### src/rtl/kamus_pkg.sv
// Shared types for the kamus core: write-back mux options, memory access sizes
// and the memory-stage FSM states.
package kamus_pkg;

  localparam int XLEN   = 32;
  localparam int REG_AW = 5;

  typedef enum logic [1:0] {
    ALU_RESULT = 2'b00,
    MEM_DATA   = 2'b01,
    NEXT_PC    = 2'b10,
    WB_RSVD    = 2'b11
  } wb_options_e;

  typedef enum logic [1:0] {
    MEM_BYTE     = 2'b00,
    MEM_HALF     = 2'b01,
    MEM_WORD     = 2'b10,
    MEM_WORD_ALT = 2'b11
  } mem_size_e;

  typedef enum logic {
    IDLE     = 1'b0,
    WAIT_RSP = 1'b1
  } mem_state_e;

  // Encoding 11 behaves exactly like a word access.
  function automatic mem_size_e norm_size(input logic [1:0] raw);
    mem_size_e s;
    case (raw)
      2'b00:   s = MEM_BYTE;
      2'b01:   s = MEM_HALF;
      default: s = MEM_WORD;
    endcase
    return s;
  endfunction

endpackage

### src/rtl/kamus_lsu_align.sv
// Combinational load/store lane logic: store byte enables and lane replication,
// misalignment detection, and load-data extraction with sign/zero extension.
module kamus_lsu_align
  import kamus_pkg::*;
(
  input  logic [1:0]  acc_size_i,
  input  logic [1:0]  acc_off_i,
  input  logic        acc_is_store_i,
  input  logic [31:0] st_data_i,
  output logic [3:0]  be_o,
  output logic [31:0] wr_data_o,
  output logic        misaligned_o,
  input  logic [1:0]  ld_size_i,
  input  logic [1:0]  ld_off_i,
  input  logic        ld_unsigned_i,
  input  logic [31:0] ld_raw_i,
  output logic [31:0] ld_data_o
);

  mem_size_e   w_acc_size;
  mem_size_e   w_ld_size;
  logic [3:0]  w_st_be;
  logic [31:0] w_shift;
  logic        w_sext;

  // Store lane steering and alignment check for the access currently in MEM.
  always_comb begin
    w_acc_size   = norm_size(acc_size_i);
    w_st_be      = 4'hF;
    wr_data_o    = st_data_i;
    misaligned_o = 1'b0;
    case (w_acc_size)
      MEM_BYTE: begin
        w_st_be   = 4'b0001 << acc_off_i;
        wr_data_o = {4{st_data_i[7:0]}};
      end
      MEM_HALF: begin
        w_st_be      = 4'b0011 << acc_off_i;
        wr_data_o    = {2{st_data_i[15:0]}};
        misaligned_o = acc_off_i[0];
      end
      default: begin
        misaligned_o = |acc_off_i;
      end
    endcase
    if (acc_is_store_i) begin
      be_o = w_st_be;
    end else begin
      be_o = 4'hF;
    end
  end

  // Load extract uses the offset/size captured when the load was granted.
  always_comb begin
    w_ld_size = norm_size(ld_size_i);
    w_shift   = ld_raw_i >> {ld_off_i, 3'b000};
    w_sext    = ~ld_unsigned_i;
    case (w_ld_size)
      MEM_BYTE: ld_data_o = {{24{w_sext & w_shift[7]}}, w_shift[7:0]};
      MEM_HALF: ld_data_o = {{16{w_sext & w_shift[15]}}, w_shift[15:0]};
      default:  ld_data_o = ld_raw_i;
    endcase
  end

endmodule

### src/rtl/kamus_mem_stage.sv
// Memory-access stage: issues L1D requests, waits for load responses, and owns
// the MEM/WB pipeline register; stalls upstream while an access is pending.
module kamus_mem_stage
  import kamus_pkg::*;
(
  input  logic        clk_i,
  input  logic        rst_i,
  input  logic        valid_i,
  input  logic [31:0] ex_rslt_i,
  input  logic [31:0] store_data_i,
  input  logic        mem_rd_en_i,
  input  logic        mem_wr_en_i,
  input  logic [1:0]  mem_size_i,
  input  logic        mem_unsigned_i,
  input  logic        regfile_wr_en_i,
  input  logic [1:0]  wb_mux_sel_i,
  input  logic [4:0]  rd_addr_i,
  input  logic [31:0] next_pc_i,
  output logic        l1d_req_o,
  output logic        l1d_we_o,
  output logic [31:0] l1d_addr_o,
  output logic [3:0]  l1d_be_o,
  output logic [31:0] l1d_wr_data_o,
  input  logic        l1d_gnt_i,
  input  logic        l1d_rvalid_i,
  input  logic [31:0] l1d_rd_data_i,
  output logic        stall_o,
  output logic        misaligned_o,
  output logic        regfile_wr_en_o,
  output logic [31:0] ex_rslt_o,
  output logic [31:0] l1d_rd_data_o,
  output logic [1:0]  wb_mux_sel_o,
  output logic [4:0]  rd_addr_o,
  output logic [31:0] next_pc_o
);

  mem_state_e  r_state;
  mem_state_e  w_next_state;

  logic        w_is_store;
  logic        w_is_load;
  logic        w_mem_op;
  logic        w_misaligned;
  logic        w_misal_op;
  logic        w_req;
  logic        w_stall;
  logic        w_grant_load;
  logic [31:0] w_ld_data;

  logic        w_cap_wr_en;
  logic        w_cap_misal;
  logic [31:0] w_cap_rd_data;

  logic [1:0]  r_ld_size;
  logic [1:0]  r_ld_off;
  logic        r_ld_unsigned;

  logic        r_wr_en;
  logic        r_misal;
  logic [31:0] r_ex_rslt;
  logic [31:0] r_rd_data;
  wb_options_e r_wb_mux_sel;
  logic [4:0]  r_rd_addr;
  logic [31:0] r_next_pc;

  assign w_is_store = mem_wr_en_i;
  assign w_is_load  = mem_rd_en_i & ~mem_wr_en_i;
  assign w_mem_op   = valid_i & (mem_rd_en_i | mem_wr_en_i);
  assign w_misal_op = w_mem_op & w_misaligned;

  kamus_lsu_align u_align (
    .acc_size_i     (mem_size_i),
    .acc_off_i      (ex_rslt_i[1:0]),
    .acc_is_store_i (w_is_store),
    .st_data_i      (store_data_i),
    .be_o           (l1d_be_o),
    .wr_data_o      (l1d_wr_data_o),
    .misaligned_o   (w_misaligned),
    .ld_size_i      (r_ld_size),
    .ld_off_i       (r_ld_off),
    .ld_unsigned_i  (r_ld_unsigned),
    .ld_raw_i       (l1d_rd_data_i),
    .ld_data_o      (w_ld_data)
  );

  // FSM state register.
  always_ff @(posedge clk_i) begin
    if (rst_i) begin
      r_state <= IDLE;
    end else begin
      r_state <= w_next_state;
    end
  end

  // Next state, request and stall; a response seen in IDLE is simply ignored.
  always_comb begin
    w_next_state = r_state;
    w_req        = 1'b0;
    w_stall      = 1'b0;
    w_grant_load = 1'b0;
    if (rst_i) begin
      w_next_state = IDLE;
    end else begin
      case (r_state)
        IDLE: begin
          if (w_mem_op && !w_misaligned) begin
            w_req   = 1'b1;
            w_stall = ~l1d_gnt_i;
            if (l1d_gnt_i && w_is_load) begin
              w_next_state = WAIT_RSP;
              w_stall      = 1'b1;
              w_grant_load = 1'b1;
            end else begin
              w_next_state = IDLE;
            end
          end else begin
            w_next_state = IDLE;
          end
        end
        WAIT_RSP: begin
          if (l1d_rvalid_i) begin
            w_next_state = IDLE;
          end else begin
            w_stall = 1'b1;
          end
        end
        default: begin
          w_next_state = IDLE;
        end
      endcase
    end
  end

  // Values written into MEM/WB when the stage is not stalled.
  always_comb begin
    w_cap_wr_en   = valid_i & regfile_wr_en_i & ~w_misal_op;
    w_cap_misal   = 1'b0;
    w_cap_rd_data = 32'h0000_0000;
    if (r_state == WAIT_RSP) begin
      w_cap_rd_data = w_ld_data;
    end else begin
      w_cap_misal = w_misal_op;
    end
  end

  // Load offset/size/sign captured at grant, since EX/MEM may change afterwards.
  always_ff @(posedge clk_i) begin
    if (rst_i) begin
      r_ld_size     <= 2'b00;
      r_ld_off      <= 2'b00;
      r_ld_unsigned <= 1'b0;
    end else if (w_grant_load) begin
      r_ld_size     <= mem_size_i;
      r_ld_off      <= ex_rslt_i[1:0];
      r_ld_unsigned <= mem_unsigned_i;
    end
  end

  // MEM/WB register: stalled cycles insert a bubble, other fields hold.
  always_ff @(posedge clk_i) begin
    if (rst_i) begin
      r_wr_en      <= 1'b0;
      r_misal      <= 1'b0;
      r_ex_rslt    <= 32'h0000_0000;
      r_rd_data    <= 32'h0000_0000;
      r_wb_mux_sel <= ALU_RESULT;
      r_rd_addr    <= 5'd0;
      r_next_pc    <= 32'h0000_0000;
    end else if (w_stall) begin
      r_wr_en <= 1'b0;
      r_misal <= 1'b0;
    end else begin
      r_wr_en      <= w_cap_wr_en;
      r_misal      <= w_cap_misal;
      r_ex_rslt    <= ex_rslt_i;
      r_rd_data    <= w_cap_rd_data;
      r_wb_mux_sel <= wb_options_e'(wb_mux_sel_i);
      r_rd_addr    <= rd_addr_i;
      r_next_pc    <= next_pc_i;
    end
  end

  assign l1d_req_o       = w_req;
  assign l1d_we_o        = valid_i & w_is_store;
  assign l1d_addr_o      = {ex_rslt_i[31:2], 2'b00};
  assign stall_o         = w_stall;
  assign misaligned_o    = r_misal;
  assign regfile_wr_en_o = r_wr_en;
  assign ex_rslt_o       = r_ex_rslt;
  assign l1d_rd_data_o   = r_rd_data;
  assign wb_mux_sel_o    = r_wb_mux_sel;
  assign rd_addr_o       = r_rd_addr;
  assign next_pc_o       = r_next_pc;

endmodule

### config.mk
export PLATFORM = sky130hd
export DESIGN_NAME = kamus_mem_stage
export DESIGN_NICKNAME = d
export VERILOG_FILES = /design/src/rtl/kamus_pkg.sv /design/src/rtl/kamus_lsu_align.sv /design/src/rtl/kamus_mem_stage.sv
export SDC_FILE = /design/constraint.sdc
export NUM_CORES = 1
export LEC_CHECK = 0
export CORE_MARGIN = 2
export CORE_UTILIZATION = 35
export DETAILED_ROUTE_END_ITERATION = 8
export PLACE_DENSITY = 0.71
export SLEW_MARGIN = 15
export SYNTH_ARGS = -nofsm -noshare
export SYNTH_HDL_FRONTEND = slang
export SYNTH_SLANG_ARGS = --single-unit
### constraint.sdc
create_clock -name clk_i -period 2.85 [get_ports clk_i]
set_clock_uncertainty 0.2 [all_clocks]
set_input_delay 0.855 -clock clk_i [delete_from_list [all_inputs] [get_ports clk_i]]
set_output_delay 0.855 -clock clk_i [all_outputs]
set_load 0.005 [all_outputs]
==> results_dict.tcl <==
set metrics [dict create \
    status "finished with violations" \
    violations "negative setup slack" \
    firstDrtPassIters 6 \
    tightest_slew_ns 0.8648 \
    clock.fmax_mhz 350.6 \
    dieWidth_um 140.3 \
    startpoint "store_data_i[22]" \
    drc 0 \
    ir_worst_vdd_mv 0.2599 \
    clock_latency_ns 0.34 \
    syn_to_final_growth_pct 56.00 \
    mappedNetlistArea_sq_um 6500 \
    h-tree-depth 3 \
    wirelength_mm 22.28 \
    netlist.area_leader.share 0.3419 \
    cts_buffers 9 \
    ys_ff_latch 111 \
    synth.yosys.seq_area_share 0.3419 \
    wl_per_cell_um 18.76 \
    layout_setup_ws_ns -0.002381 \
    ff2ff_setup_slack_ns 0.53 \
    max_stage_delay_ns 0.39 \
    ys_types 49 \
    r2r_end "next_pc_o[31]$_SDFFE_PP0N_" \
    avgSynthCellArea_sq_um 9.716 \
    core-area_sq_um 18090 \
    path_cells "clkdlybuf4s50_1 -> mux2_2 -> dlygate4sd2_1" \
    port-buffer-count 319 \
    final_antenna_net_count 0 \
    gr-usage-all-layers 0.2163 \
    clock_power_share 0.318 \
    dp_hpwl_mm 15.59 \
    die_y_um 140.3 \
    cts_tree "yes" \
    crit_path_end_kind "primary output" \
    dieArea_sq_um 19680 \
    layoutNonFillerInstCount 1188 \
    period_share 1.001 \
    internal_power_mw 2.801 \
    critPathKind "input port to primary output" \
    p_leak_nw 3.800 \
    hold_class "flip-flop to flip-flop" \
    sw_frac_of_total 0.2789 \
    grt_pass1_vias 6062 \
    grt_start_max_net_pins 75 \
    finalHoldViolCount 0 \
    num_rows 49 \
    cp_slowest_cell "clkdlybuf4s50_1" \
    cp_max_fo 1 \
    via_count 6248 \
    drt_iter0_drc 300 \
    rsz0062_at_grt "true" \
    root_buffer "clkbuf_16" \
    clock_path_buffers 2 \
    cp-start-kind "input port" \
    fill_cells 1628 \
    cts_sinks 111 \
    post-synth-top-area-cell "dfxtp_1" \
    overflow 0 \
    ff2ff_path_depth 6 \
    relSlewSlack 0.4235 \
    r2r-start "r_state$_SDFF_PP0_" \
    drive_above_1_share 0.2484 \
    grt_first_pass_wirelength_mm 34.48 \
    finalSetupViolCount 1 \
    synth_edf_count 0 \
    pin_count 322 \
    crit_end "l1d_wr_data_o[22]" \
    synth_cells 669 \
    cts.clk_slew.worst_paths_ns 0.07 \
    maxSlewViolCount 0 \
    p_per_area_nw_per_um2 383.1 \
    seqPwrFrac 0.430 \
    maxCapViolCount 0 \
    power.share.combinational 0.253 \
    routed_via_density 5.259 \
    switching_power_mw 1.084 \
    cp.required_ns 1.80 \
    antenna_found_initial 1 \
    gp_congestion 0.8328 \
    ys.flop_type "dfxtp_1" \
    final_nets 1099 \
    finalSetupTns_ns -0.002381 \
    fin_crit_ns 2.852 \
    worstPathArrival_ns 1.80 \
    cts_hold_buf 0 \
    async_flop_share 0 \
    start_util 0.3594 \
    netlist_top_cells_area "dfxtp_1 34%, o31ai_2 14%, o2111ai_1 9.6%" \
    yosysWarnings 0 \
    placed_cells 1165 \
]
## through the flow
stage	util	hold slack (ns)	area [sq um]	power [mW]	setup slack, ns
after floorplan	-	0.2679	6510	2.116	0.002557
after global placement	0.5435	0.2650	9829	2.700	-0.8625
after detailed placement	0.5435	0.2654	9829	2.703	-0.8599
after CTS	0.5608	0.2826	10140	3.925	-0.01647
after global routing	0.5606	0.2947	10140	4.064	-0.01864
final	0.5606	0.2793	10140	3.884	-0.002381
## how the worst min path moves through the flow
| stage | startpoint | to | slack [ns] | depth (start not counted) |
|---|---|---|---|---|
| final | next_pc_o[1]$_SDFFE_PP0N_ | next_pc_o[1]$_SDFFE_PP0N_ | 0.28 | 2 |
| after floorplan | l1d_rd_data_o[4]$_SDFFE_PP0N_ | l1d_rd_data_o[4]$_SDFFE_PP0N_ | 0.27 | 2 |
| after detailed placement | ex_rslt_o[7]$_SDFFE_PP0N_ | ex_rslt_o[7]$_SDFFE_PP0N_ | 0.27 | 2 |
| after CTS | ex_rslt_o[7]$_SDFFE_PP0N_ | ex_rslt_o[7]$_SDFFE_PP0N_ | 0.28 | 2 |
| after global routing | next_pc_o[7]$_SDFFE_PP0N_ | next_pc_o[7]$_SDFFE_PP0N_ | 0.29 | 2 |
| after global placement | ex_rslt_o[9]$_SDFFE_PP0N_ | ex_rslt_o[9]$_SDFFE_PP0N_ | 0.26 | 2 |
## synth_stat cells (6+ instances only)
master     number
dfxtp_1       111
inv_1          96
o31ai_2        73
o2111ai_1      71
buf_4          53
clkbuf_1       37
nand2_1        28
mux2i_1        25
nor2_1         18
mux2_2         17
buf_2          16
o311ai_2       16
a32o_1         14
o21ai_0        13
nand3b_1        9
a31o_2          8
o211ai_1        8
buf_6           6
## kinds of logic (layout without fill, tap and decap cells)
kind of cell / after synthesis / in the layout / share of synthesized area
DFF: 111 / 111 / 0.3419
muxes: 43 / 43 / 0.07141
xor gates and xnor gates: 1 / 1 / 0.001348
other: 1 / 3 / 0.0005769
AOI/OAI and AO/OA: 230 / 230 / 0.3692
buffers and inverters: 211 / 499 / 0.1625
and+or+nand+nor: 72 / 72 / 0.05313
## flip-flops by register name (all words and copies together) (netlist names)
register / cells
r_ld_unsigned: 1
r_ld_size: 2
r_ld_off: 2
next_pc_o: 32
misaligned_o: 1
r_state: 1
regfile_wr_en_o: 1
wb_mux_sel_o: 2
ex_rslt_o: 32
rd_addr_o: 5
l1d_rd_data_o: 32
## area by class of cell
type                       count  area (sq um)  area share
antenna                        1         2.502   0.0002468
clock buffer                  11         242.7     0.02394
clock inverter                 5         41.29    0.004072
inverter                      97         364.1     0.03591
multi-input combinational    348          3292      0.3247
sequential                   111          2222      0.2192
tap                          229         286.5     0.02826
timing repair buffer         386          3689      0.3638
## critical path, delay by kind of cell
kind,cells,cell delay (ns)
buf+inv,2,0.67
mux,1,0.27
## what timing repair did
| item | in CTS | in global routing |
|---|---|---|
| gates cloned | 1 | 0 |
| pin swaps | 6 | 5 |
| setup endpoints to repair | 128 | 19 |
| buffers inserted | 6 | 0 |
| gates resized for setup | 145 | 26 |
## routing by layer
layer	vias up	global-route usage	wire length [um]	part of all wire
met3	17	0.06120	1720	0.077
met5	-	0	0	0
li1	3013	-	-	-
met2	234	0.3630	10810	0.49
met1	2984	0.2732	9462	0.42
met4	0	0.05795	287	0.013
## placed cells by master (no fill, tap or decap), types with 9 or more instances in the layout
| cell type | n |
|---|---|
| inv_1 | 95 |
| nand2_1 | 28 |
| mux2_2 | 16 |
| nor2_1 | 15 |
| a32o_1 | 14 |
| dfxtp_1 | 111 |
| o311ai_2 | 16 |
| nand3b_1 | 9 |
| clkdlybuf4s50_1 | 238 |
| mux2i_1 | 25 |
| o2111ai_1 | 71 |
| buf_6 | 10 |
| o31ai_2 | 73 |
| buf_4 | 54 |
| clkbuf_16 | 9 |
| dlygate4sd2_1 | 51 |
## power by group through the flow
stage,clock network [mW],logic [mW],registers (mW)
after floorplan,0,0.413,1.70
after global placement,0,0.998,1.70
after detailed placement,0,1.00,1.70
after CTS,1.27,0.983,1.67
after global routing,1.34,1.05,1.68
final,1.23,0.981,1.67
(Power assumes the default switching activity.)
